[config.mk]
export PLATFORM = sky130hd
export DESIGN_NAME = edu_token_scheduler
export DESIGN_NICKNAME = d
export VERILOG_FILES = /design/src/rtl/edu_token_scheduler_pkg.sv /design/src/rtl/edu_token_prienc.sv /design/src/rtl/edu_token_scheduler.sv
export SDC_FILE = /design/constraint.sdc
export NUM_CORES = 1
export LEC_CHECK = 0
export CAP_MARGIN = 15
export CORE_MARGIN = 2
export CORE_UTILIZATION = 55
export DETAILED_ROUTE_END_ITERATION = 6
export DONT_BUFFER_PORTS = 1
export PLACE_DENSITY = 0.74
export SYNTH_ARGS = -nofsm -noshare
export SYNTH_HDL_FRONTEND = slang
export SYNTH_SLANG_ARGS = --single-unit
[constraint.sdc]
create_clock -name clk -period 3.4 [get_ports clk]
set_clock_uncertainty 0.15 [all_clocks]
set_input_delay 0.51 -clock clk [delete_from_list [all_inputs] [get_ports clk]]
set_output_delay 0.51 -clock clk [all_outputs]
set_load 0.02 [all_outputs]
[src/rtl/edu_token_scheduler_pkg.sv]
// Shared sizing defaults and FSM encoding for the token scheduler slice.
package edu_token_scheduler_pkg;

  localparam int NUM_AQROW    = 4;
  localparam int NUM_AQCOL    = 4;
  localparam int TKROWADDR_BW = 3;

  localparam logic [1:0] ST_IDLE  = 2'd0;
  localparam logic [1:0] ST_ISSUE = 2'd1;
  localparam logic [1:0] ST_DONE  = 2'd2;

endpackage

[src/rtl/edu_token_prienc.sv]
// Rotating priority encoder: first set bit of vec searching start..N-1, then 0..start-1.
module edu_token_prienc #(
  parameter int N  = 7,
  parameter int AW = 3
) (
  input  logic [N-1:0]  vec,
  input  logic [AW-1:0] start,
  output logic          found,
  output logic [AW-1:0] idx,
  output logic [N-1:0]  onehot
);

  int p;

  always_comb begin
    found  = 1'b0;
    idx    = '0;
    onehot = '0;
    p      = 0;
    for (int k = 0; k < N; k++) begin
      p = int'(start) + k;
      if (p >= N) p = p - N;
      if (!found && vec[p]) begin
        found     = 1'b1;
        idx       = AW'(p);
        onehot[p] = 1'b1;
      end
    end
  end

endmodule

[src/rtl/edu_token_scheduler.sv]
// Batch token scheduler: loads a row-occupancy vector and grants up to NUM_CH rows per handshake.
module edu_token_scheduler
  import edu_token_scheduler_pkg::*;
#(
  parameter int NUM_ROWS   = NUM_AQROW + NUM_AQCOL - 1,
  parameter int ROWADDR_BW = TKROWADDR_BW,
  parameter int NUM_CH     = 1,
  parameter int RR_MODE    = 0
) (
  input  logic                           clk,
  input  logic                           rst,
  input  logic                           load_valid,
  output logic                           load_ready,
  input  logic [NUM_ROWS-1:0]            token_exist_rows_in,
  input  logic                           flush,
  output logic                           token_valid,
  input  logic                           token_ready,
  output logic [NUM_CH*NUM_ROWS-1:0]     token_grant_onehot,
  output logic [NUM_CH-1:0]              token_ch_valid,
  output logic [NUM_CH*ROWADDR_BW-1:0]   token_row,
  output logic                           done,
  output logic                           busy
);

  logic [1:0]                            state;
  logic [NUM_ROWS-1:0]                   pending;
  logic [ROWADDR_BW-1:0]                 rr_ptr, start, last_idx, next_ptr;
  logic [NUM_CH:0][NUM_ROWS-1:0]         mask;
  logic [NUM_CH-1:0][NUM_ROWS-1:0]       oh;
  logic [NUM_CH-1:0][ROWADDR_BW-1:0]     idx;
  logic [NUM_CH-1:0]                     found;
  logic [NUM_CH-1:0][NUM_ROWS-1:0]       oh_q;
  logic [NUM_CH-1:0][ROWADDR_BW-1:0]     idx_q;
  logic                                  issue, accept;

  assign issue = (state == ST_ISSUE);
  assign start = (RR_MODE != 0) ? rr_ptr : '0;

  // Each encoder sees pending minus all earlier channels' picks, so channels
  // walk forward in search order without duplicates.
  assign mask[0] = pending;
  for (genvar c = 0; c < NUM_CH; c++) begin : g_ch
    edu_token_prienc #(.N(NUM_ROWS), .AW(ROWADDR_BW)) u_enc (
      .vec    (mask[c]),
      .start  (start),
      .found  (found[c]),
      .idx    (idx[c]),
      .onehot (oh[c])
    );
    assign mask[c+1] = mask[c] & ~oh[c];
    assign oh_q[c]   = token_ch_valid[c] ? oh[c]  : '0;
    assign idx_q[c]  = token_ch_valid[c] ? idx[c] : '0;
  end

  assign token_valid        = issue && (|pending);
  assign token_ch_valid     = issue ? found : '0;
  assign token_grant_onehot = oh_q;
  assign token_row          = idx_q;
  assign accept             = token_valid && token_ready;

  always_comb begin
    last_idx = '0;
    for (int c = 0; c < NUM_CH; c++)
      if (found[c]) last_idx = idx[c];
  end

  assign next_ptr = (last_idx == ROWADDR_BW'(NUM_ROWS - 1)) ? '0 : last_idx + 1'b1;

  always_ff @(posedge clk or negedge rst) begin
    if (!rst) begin
      state   <= ST_IDLE;
      pending <= '0;
      rr_ptr  <= '0;
    end else if (flush) begin
      state   <= ST_IDLE;
      pending <= '0;
    end else begin
      case (state)
        ST_IDLE: if (load_valid) begin
          pending <= token_exist_rows_in;
          state   <= (|token_exist_rows_in) ? ST_ISSUE : ST_DONE;
        end
        ST_ISSUE: if (accept) begin
          pending <= mask[NUM_CH];
          rr_ptr  <= next_ptr;
          if (mask[NUM_CH] == '0) state <= ST_DONE;
        end
        ST_DONE: state <= ST_IDLE;
        default: state <= ST_IDLE;
      endcase
    end
  end

  assign load_ready = (state == ST_IDLE);
  assign done       = (state == ST_DONE);
  assign busy       = (state != ST_IDLE);

endmodule

==> metrics.txt <==
Slew HR 54.3%; overall routing resource usage 23.5%; Post-Synth Simple-Gate Area 33.6%; Hold Buf Count CTS 1; largest net degree at the start of global routing 15; fin nets 113; mux cell area share after synthesis 0%; storage element area 225 um2; Top-Level Pins 27; total number of yosys warnings 0; initial antenna violation count 0; Synth Area in Compound Gates 27.9%; Rows 14; Req. time, crit path 2740 ps; PwrDens 453 nW/um2; syn_area_per_cell 8.01 um2; Final Cycle Share 79.7%; Worst-Skew Late Latency 270 ps; setup violators final 0; Routed wire per std cell 17.2 um; largest family of logic cells by synthesized area simple AND/OR/NAND/NOR gates; cells taking the most area after synthesis dfrtp_1 (27%), nor2_1 (5.9%), buf_6 (5.4%); top cell type's share of synthesized area 27.0%; fin crit period 2710 ps; starting density of the core 57.3%; maximum VDD drop 0.000253 V; syn_nets 116; #FFs+latches synth 9; core box area 1450 um2; CP max FO 12; Leak 0.000326 uW; share of cells above drive strength 1 13.0%; Die Width 42.9 um; area grow syn2layout -1.95%; 1st-pass router iterations 4; Slew @ Worst Pin 682 ps; DR iter-0 viols 32; Area after DPL 781 um2; postcts setup bufs 0; startpoint types flop; drt drc 0; total wire length 2000 um; global route overflow 0; ant diodes 0; CTS tree done; Synth Area in Adders 0%; cell accounting for the most synthesized area dfrtp_1; post_cts resized 0; PortBufs 0; worst endpoint data arrival time 2050 ps; worst setup path category flop to output port; remaining antenna violation count 0; RSZ-0062 raised after global routing false; post-DP HPWL 1410 um; highest clock rate 369 MHz; Multi-input gate area 513 um2; area of the mapped netlist 833 um2; Num CTS Buffers 3; CTS Sinks 9; Slew Viols, Final 0; Hold Fails Final Rpt 0; worst min-delay path class input port to flop; status finished clean; clk slew on worst S/H paths 60 ps; TNS Setup 0 ps; DIE AREA 1840 um2; Via density 6.98; XOR/XNOR share of the synthesized area 0%; Placer Congestion 0.881; CTS root buf clkbuf_4; H-Tree Depth 1; vias in the first global route 691; CP endpoint kind output port; CTS max path bufs 2; global-route wire length before repair 3210 um; register area share after synthesis 27.0%; via count 810; Synth cell types 37; FILL cells 150; Mapped Cells 104; # Max-Cap Violations 0; die height 42.9 um; post-layout instance area 817 um2
[layout by cell type, fill, tap and decap left out, types with 4 or more instances in the layout]
| master | netlist | routed |
|---|---|---|
| dfrtp_1 | 9 | 9 |
| inv_1 | 4 | 4 |
| nand2_1 | 6 | 6 |
| nand2b_1 | 4 | 4 |
| and3_1 | 4 | 4 |
| a21oi_1 | 5 | 5 |
| o21ai_0 | 4 | 4 |
| nor2_1 | 13 | 13 |
| nor4_1 | 4 | 4 |
[metal layers]
layer	GRT usage, %	vias to the layer above	share of wire [%]
li1	-	391	-
met1	32.4	374	46
met2	34.2	40	45
met3	6.38	5	8.2
met4	10.0	0	1.5
met5	0	-	0
[cell families (layout without fill, tap and decap cells)]
| logic type | count (synthesis) | count (layout) |
|---|---|---|
| and+or+nand+nor | 50 | 50 |
| AOI/OAI and AO/OA | 31 | 31 |
| buffers and inverters | 14 | 10 |
| DFF | 9 | 9 |
[critical path, stage by stage (launching register included)]
cell and delay [ps]:
dfrtp_1 500, nor4_1 540, nand2_1 140, nor3b_1 600
[cell usage after synthesis]
cell       instances
o31ai_2            1
inv_1              4
clkbuf_8           1
a31oi_1            3
a32o_1             2
clkbuf_1           3
nand3b_1           1
a41o_1             1
a22o_1             3
and3_1             4
o221ai_1           1
a22o_2             1
nand2b_1           4
clkbuf_2           2
a21oi_1            5
o21ai_0            4
o31ai_1            1
nor3_2             2
o211ai_1           3
a2111oi_0          2
or4_1              2
nor4_1             4
o32ai_1            3
nand4_1            1
or4_4              1
and3_2             1
nor2_1            13
nand3_1            1
or2_2              2
nor3b_1            1
and2_2             1
buf_6              4
dfrtp_1            9
nand2_1            6
o21a_1             1
nor3_1             3
nor2b_1            3
[per-stage QoR]
step	setup WS [ps]	power (uW)	utilization, %	instances	hold slack (ps)
floorplan	1140	272	-	104	64.4
global placement	1030	282	53.7	111	64.6
detailed placement	996	283	53.7	111	64.6
CTS	691	372	56.2	116	222
global route	540	396	56.2	116	220
finish	689	370	56.2	116	227
[cell type report]
type	instances	share of cell area (%)
Clock buffer	4	3.22
Inverter	4	1.84
Multi-Input combinational cell	81	62.8
Sequential cell	9	27.6
Tap cell	16	2.45
Timing Repair Buffer	2	2.14
[sequential cells by signal (all words and copies together) (netlist names)]
signal   flops
state        2
pending      7
[power by group]
part           total, uW  switching (uW)  internal [uW]
Sequential           146            30.0            116
Combinational        139            85.4           54.0
Clock               84.5            39.2           45.3
[path summary, 6_finish.rpt]
path,slack (ps),to,from,depth (start not counted)
setup / recovery,690,token_grant_onehot[5],pending[2]$_DFFE_PN0P_,3
hold / removal,230,pending[0]$_DFFE_PN0P_,token_exist_rows_in[0],1
setup reg to reg,1350,pending[1]$_DFFE_PN0P_,pending[4]$_DFFE_PN0P_,4
hold reg to reg,560,pending[3]$_DFFE_PN0P_,pending[3]$_DFFE_PN0P_,1
max in group asynchronous,2330,state[0]$_DFFE_PN0P_,rst,1
min in group asynchronous,470,pending[0]$_DFFE_PN0P_,rst,1
Note: power is estimated with default switching activity, not from simulation.
